<file path="config.mk">
export PLATFORM = sky130hd
export DESIGN_NAME = clock_ctrl
export DESIGN_NICKNAME = d
export VERILOG_FILES = /design/src/rtl/clock_ctrl.sv
export SDC_FILE = /design/constraint.sdc
export NUM_CORES = 1
export LEC_CHECK = 0
export ABC_AREA = 1
export CELL_PAD_IN_SITES_DETAIL_PLACEMENT = 0
export CELL_PAD_IN_SITES_GLOBAL_PLACEMENT = 1
export CORE_ASPECT_RATIO = 2
export CORE_UTILIZATION = 45
export CTS_BUF_LIST = sky130_fd_sc_hd__clkbuf_16
export DETAILED_ROUTE_END_ITERATION = 6
export PLACE_DENSITY_LB_ADDON = 0.1
export SLEW_MARGIN = 0
export SYNTH_ARGS = -nofsm -noshare
export SYNTH_HDL_FRONTEND = slang
export SYNTH_SLANG_ARGS = --single-unit
export TNS_END_PERCENT = 30
</file>
<file path="constraint.sdc">
create_clock -name clk -period 9.8 [get_ports clk]
set_input_delay 1.96 -clock clk [delete_from_list [all_inputs] [get_ports clk]]
set_output_delay 1.96 -clock clk [all_outputs]
set_load 0.005 [all_outputs]
</file>
<file path="src/rtl/clock_ctrl.sv">
// clock_ctrl: 1 Hz tick generation, button debouncing and the RUN/ADJUST mode
// FSM of the digital clock. It drives per-field enable strobes, the shared
// count direction, the current mode and the blink control for the display.
//
// state   | meaning
// --------+----------------------------------------------------------
// RUN     | free-running time keeping; each tick advances the seconds
// ADJ_MIN | seconds frozen; up/down step the minutes field
// ADJ_HR  | seconds frozen; up/down step the hours field
module clock_ctrl #(
  parameter int TICK_DIV  = 100_000_000,
  parameter int DB_CYCLES = 2_000_000,
  parameter int DB_W      = 21,
  parameter int DIV_W     = 27
) (
  input  logic       clk,
  input  logic       reset,
  input  logic       btn_c,
  input  logic       btn_l,
  input  logic       btn_r,
  input  logic       btn_u,
  input  logic       btn_d,
  input  logic       sec_last,
  input  logic       min_last,
  output logic       sec_en,
  output logic       min_en,
  output logic       hr_en,
  output logic       updown,
  output logic [1:0] mode,
  output logic       blink
);

  localparam logic [1:0] MODE_RUN     = 2'b00;
  localparam logic [1:0] MODE_ADJ_MIN = 2'b01;
  localparam logic [1:0] MODE_ADJ_HR  = 2'b10;

  localparam logic [DIV_W-1:0] DIV_LAST = DIV_W'(TICK_DIV - 1);
  localparam logic [DIV_W-1:0] DIV_HALF = DIV_W'(TICK_DIV / 2);
  localparam logic [DB_W-1:0]  DB_LAST  = DB_W'(DB_CYCLES - 1);

  // Button bit positions within the packed vectors below.
  localparam int B_C = 0;
  localparam int B_L = 1;
  localparam int B_R = 2;
  localparam int B_U = 3;
  localparam int B_D = 4;

  logic [4:0]       btn_raw;
  logic [4:0]       sync1;
  logic [4:0]       sync2;
  logic [4:0]       db_level;
  logic [4:0]       press;
  logic [DB_W-1:0]  db_cnt [5];

  logic [DIV_W-1:0] presc;
  logic [DIV_W-1:0] presc_nxt;
  logic             tick;

  logic [1:0]       mode_q;
  logic [1:0]       mode_nxt;
  logic             stb_sec;
  logic             stb_min;
  logic             stb_hr;
  logic             stb_down;

  logic             p_c;
  logic             p_lr;
  logic             p_u;
  logic             p_d;

  assign btn_raw = {btn_d, btn_u, btn_r, btn_l, btn_c};
  assign tick    = (presc == DIV_LAST);
  assign mode    = mode_q;

  assign p_c  = press[B_C];
  assign p_lr = press[B_L] | press[B_R];
  assign p_u  = press[B_U];
  assign p_d  = press[B_D];

  // Synchronise each button, debounce it, and emit a one-cycle pulse on a debounced rise.
  always_ff @(posedge clk or posedge reset) begin
    if (reset) begin
      sync1    <= '0;
      sync2    <= '0;
      db_level <= '0;
      press    <= '0;
      for (int i = 0; i < 5; i++) db_cnt[i] <= '0;
    end else begin
      sync1 <= btn_raw;
      sync2 <= sync1;
      for (int i = 0; i < 5; i++) begin
        press[i] <= 1'b0;
        if (sync2[i] == db_level[i]) begin
          db_cnt[i] <= '0;
        end else if (db_cnt[i] == DB_LAST) begin
          db_cnt[i]   <= '0;
          db_level[i] <= sync2[i];
          press[i]    <= sync2[i];
        end else begin
          db_cnt[i] <= db_cnt[i] + DB_W'(1);
        end
      end
    end
  end

  // Mode transitions and strobe requests; a centre press wins and suppresses any strobe.
  always_comb begin
    mode_nxt = mode_q;
    stb_sec  = 1'b0;
    stb_min  = 1'b0;
    stb_hr   = 1'b0;
    stb_down = 1'b0;
    case (mode_q)
      MODE_RUN: begin
        if (p_c) begin
          mode_nxt = MODE_ADJ_MIN;
        end else if (tick) begin
          stb_sec = 1'b1;
          stb_min = sec_last;
          stb_hr  = sec_last & min_last;
        end
      end
      MODE_ADJ_MIN: begin
        if (p_c) begin
          mode_nxt = MODE_RUN;
        end else if (p_lr) begin
          mode_nxt = MODE_ADJ_HR;
        end else if (p_u ^ p_d) begin
          stb_min  = 1'b1;
          stb_down = p_d;
        end
      end
      MODE_ADJ_HR: begin
        if (p_c) begin
          mode_nxt = MODE_RUN;
        end else if (p_lr) begin
          mode_nxt = MODE_ADJ_MIN;
        end else if (p_u ^ p_d) begin
          stb_hr   = 1'b1;
          stb_down = p_d;
        end
      end
      default: mode_nxt = MODE_RUN;
    endcase
  end

  // Next prescaler value; re-entering RUN restarts the second so it is full length.
  always_comb begin
    if ((mode_nxt == MODE_RUN) && (mode_q != MODE_RUN)) begin
      presc_nxt = '0;
    end else if (tick) begin
      presc_nxt = '0;
    end else begin
      presc_nxt = presc + DIV_W'(1);
    end
  end

  // Prescaler register.
  always_ff @(posedge clk or posedge reset) begin
    if (reset) presc <= '0;
    else       presc <= presc_nxt;
  end

  // Registered outputs: mode, enables, direction and blink all settle together.
  always_ff @(posedge clk or posedge reset) begin
    if (reset) begin
      mode_q <= MODE_RUN;
      sec_en <= 1'b0;
      min_en <= 1'b0;
      hr_en  <= 1'b0;
      updown <= 1'b1;
      blink  <= 1'b1;
    end else begin
      mode_q <= mode_nxt;
      sec_en <= stb_sec;
      min_en <= stb_min;
      hr_en  <= stb_hr;
      updown <= ~stb_down;
      blink  <= (mode_nxt == MODE_RUN) | (presc_nxt < DIV_HALF);
    end
  end

endmodule

</file>
# Word level (Yosys, flattened, before mapping)
# Index checks and enable logic that the tools add are counted.
[totals]
elab_cells = 104
reg_bits = 159
input_bits = 9
output_inout_bits = 7
[classes]
n_lt_le_gt_ge = 1
addsub = 6
reduce_logical = 10
eq_ne = 13
mux = 44
n_bitwise = 10
[ops]
columns = ["operator", "count"]
rows = [
  ["$mux 21", 10],
  ["$add 21x1->21 const B", 5],
  ["$eq 21x21->1 const B", 5],
  ["$mux 27", 2],
  ["$add 27x1->27 const B", 1],
  ["$eq 27x27->1 const B", 1],
  ["$lt 27x26->1 const B", 1],
  ["$mux 1", 24],
  ["$mux 2", 5],
  ["$reduce_and 2->1", 5],
  ["$not 1->1", 6],
  ["$pmux 2 s3", 1],
  ["$eq 1x1->1", 5],
  ["$logic_not 2->1", 2],
  ["$pmux 1 s2", 2],
  ["$eq 2x1->1 const B", 1],
  ["$eq 2x2->1 const B", 1],
  ["$or 1x1->1", 2],
  ["$reduce_bool 2->1", 1],
  ["$reduce_or 2->1", 1],
  ["$and 1x1->1", 1],
  ["$logic_and 1x1->1", 1],
  ["$xor 1x1->1", 1],
]

# Longest topological paths before layout
[depth]
word_depth = 9
ltp_mapped = 15
mapped_depth_nobuf = 15

# Worst setup path before layout
# Ideal clock, no wire load.
[synth_path]
path_type = "register -> output"
start = "register blink"
end = "output port blink"
n_path_buf = 0
path_stages_with_launch = 1
t_required_ns = 7.840
arrival_ns = 0.501
setup_slack_ns = 7.339
path_cell_list = "dfstp_2"
[synth_lines]
columns = ["element", "line_no", "text"]
rows = [
  ["start, declared", "30", "output logic blink"],
  ["start signal, assigned", "179", "blink <= (mode_nxt == MODE_RUN) | (presc_nxt < DIV_HALF);"],
]
# No word-level cell between the ends.

==> results.py <==
metrics = {
    "status": {
        "status": "completed",
    },
    "timing": {
        "timing.fmax_mhz": 285.4,
        "tns_ps": 0,
        "fin_skew_ps": 11.30,
        "slew_headroom_pct": 37.57,
        "drv_slew": 0,
        "hold_viol_final": 0,
        "tightestPinTransition_ps": 936.4,
        "setup_viol": 0,
        "period_minus_slack_ps": 3504,
        "period_share_pct": 35.76,
        "rsz0062_at_grt": "false",
        "hold_slack_ps": 349.3,
    },
    "clock_tree": {
        "cts_tree": "built",
        "clk_pin_slew_ps": 70,
        "cts_num_sinks": 159,
        "cts_setup_buffers": 0,
        "cts_buffer_depth": 2,
        "cts_resized": 0,
        "cts_htree_levels": 4,
        "cts_hold_buf": 0,
        "root_buffer": "clkbuf_16",
        "cts_buffers": 17,
        "clk_latency_ps": 440,
    },
    "critical_path": {
        "path_depth": 3,
        "worst_ep_required_time_ps": 10230,
        "path_class": "primary input to async pin",
        "crit_buf_inv": 3,
        "path_cells": "clkdlybuf4s50_1 > inv_6 > buf_4",
        "cp_top_family": "buffers and inverters",
        "worstSetupEndpointType": "async pin",
        "regToRegStartpoint": "mode[0]",
        "slowest_delay_ps": 830,
        "worstSetupStartpoint": "reset",
        "critPathCapture": "db_cnt[23]",
        "r2r_setup_slack_ps": 7300,
        "slowest_stage": "buf_4",
        "cp.arrival_ps": 3930,
        "crit_path_max_fanout": 84,
        "reg2reg_to": "blink",
        "startpoint_type": "primary input",
        "r2r_cells": 13,
    },
    "placement": {
        "place_area_um2": 8583,
        "place.detailed.hpwl_um": 13680,
        "dp_cells": 1252,
        "io_buffers": 15,
        "globalplace.congestion": 0.8385,
    },
    "global_route": {
        "antenna_found_initial": 0,
        "grt_max_degree": 85,
        "gr-total-overflow": 0,
        "grt_pass1_vias": 6674,
        "track_usage_pct": 21.01,
        "grt_pass1_wl_um": 30660,
    },
    "drt": {
        "route.detailed.wl_per_inst_um": 14.25,
        "dr.first_iter.drc_count": 301,
        "ant_nets": 0,
        "vias_per_cell": 5.126,
        "num_vias": 6582,
        "first_pass_iters": 4,
        "wl_um": 18300,
        "drc": 0,
    },
    "cells_and_area": {
        "final_area_um2": 9171,
        "multi_input_area_um2": 3551,
        "insertedDiodeCount": 0,
        "seqCellArea_um2": 3981,
        "post-route-util_pct": 51.57,
        "fillers": 1801,
        "fin_cells": 1284,
        "drive_gt1_share_pct": 8.030,
        "area_growth_pct": 12.22,
        "final_nets": 1078,
    },
    "synth": {
        "ys_top_cells_by_area": "dfrtp_1 48%, nand2_1 9.2%, inv_1 7.1%, nor2_1 6.6%, a21oi_1 3.9%",
        "syn_nets": 1047,
        "synth_cell_types": 41,
        "yosys.cell_count.top_type": "nand2_1",
        "synth-edff-count": 0,
        "synth_common_cells": "200 x nand2_1, 157 x dfrtp_1, 155 x inv_1",
        "synthFlopType": "dfrtp_1",
        "synth.avg_cell_area_um2": 7.958,
        "syn_inst": 1027,
        "yosysWarnings": 0,
        "synthArstFlopShare_pct": 100.0,
        "ys_ff_latch": 159,
        "synth_top_area_share_pct": 48.07,
        "syn-cell-area_um2": 8173,
        "yosysSeqAreaShare_pct": 48.71,
        "synth_area_leader_cell": "dfrtp_1",
    },
    "worst_hold_path": {
        "hold_path.class": "flop to flop",
    },
    "die": {
        "rows": 69,
        "fp.dieH_um": 192.6,
        "start_util_pct": 45.95,
        "core_area_um2": 17780,
        "die-area_um2": 18740,
        "io_pins": 16,
        "die_x_um": 97.30,
    },
    "pwr": {
        "irDropWorstVdd_v": 0.0001181,
        "powerDensity_nw_per_um2": 150.5,
        "p_leak_nw": 4.143,
    },
    "run": {
        "drv_cap": 0,
    },
}
worst min path at each step:
stage	depth (start not counted)	from	slack, ps	to
finish	0	sync1[2]	350	sync2[2]
global placement	0	sync1[3]	330	sync2[3]
CTS	0	sync1[3]	350	sync2[3]
floorplan	0	sync1[0]	330	sync2[0]
global route	0	sync1[0]	360	sync2[0]
detailed placement	0	sync1[0]	340	sync2[0]
layer usage:
layer / track usage, % / vias to the layer above / share of wire [%]
li1: - / 3395 / -
met4: 11.88 / 0 / 4.0
met2: 40.85 / 83 / 55
met3: 2.970 / 48 / 1.9
met1: 21.10 / 3056 / 39
met5: 0 / - / 0
logic make-up after synthesis:
logic type | count (synthesis) | synth area share (%)
simple gates | 533 | 30.08
xor+xnor | 34 | 3.644
compound gates | 121 | 8.037
buf+inv | 169 | 7.838
fa+ha+maj | 11 | 1.684
flops | 159 | 48.71
power breakdown:
part           leakage, nW  total (mW)  switching, mW  internal, mW
sequential            2.16       0.668        0.00488         0.663
combinational         1.69      0.0389         0.0282        0.0107
clock                0.286       0.674          0.310         0.364
state kept, by name (all words and copies together), names as in the netlist:
register / cells
updown: 1
min_en: 1
blink: 1
sync2: 5
db_level: 5
hr_en: 1
db_cnt: 105
sec_en: 1
mode: 2
press: 5
presc: 27
sync1: 5
final cells by class:
class	instances	share of cell area (%)
inverter	165	6.835
sequential	159	43.41
clock buffer	17	4.638
multi-input combinational	699	38.72
timing repair buffer	16	1.719
tap	213	2.906
clock inverter	15	1.774
placed cells by master (no fill, tap or decap), types with 3 or more instances in the layout:
master             n
nand2_1          200
dfrtp_1          157
inv_1            154
nor2_1           143
a21oi_1           63
nand3_1           55
nor3_1            43
o21ai_0           33
nand4_1           25
xor2_1            24
nor4_1            18
clkbuf_16         17
clkdlybuf4s50_1   15
nor2_2            12
ha_1              11
nor3_2            10
xnor2_1           10
inv_2              8
o21a_1             8
inv_6              8
o21ai_1            5
or2_2              5
inv_8              5
nand2_2            4
nor3b_1            4
nand3_2            3
and3_1             3
a31oi_1            3
a211oi_1           3
stage by stage:
step | power (mW) | worst slack, ps
final | 1.381 | 6296
after global routing | 1.428 | 5934
after CTS | 1.398 | 6153
after detailed placement | 0.7213 | 5700
after global placement | 0.7210 | 5697
after floorplan | 0.7069 | 3552
Note: power is estimated with default switching activity, not from simulation.
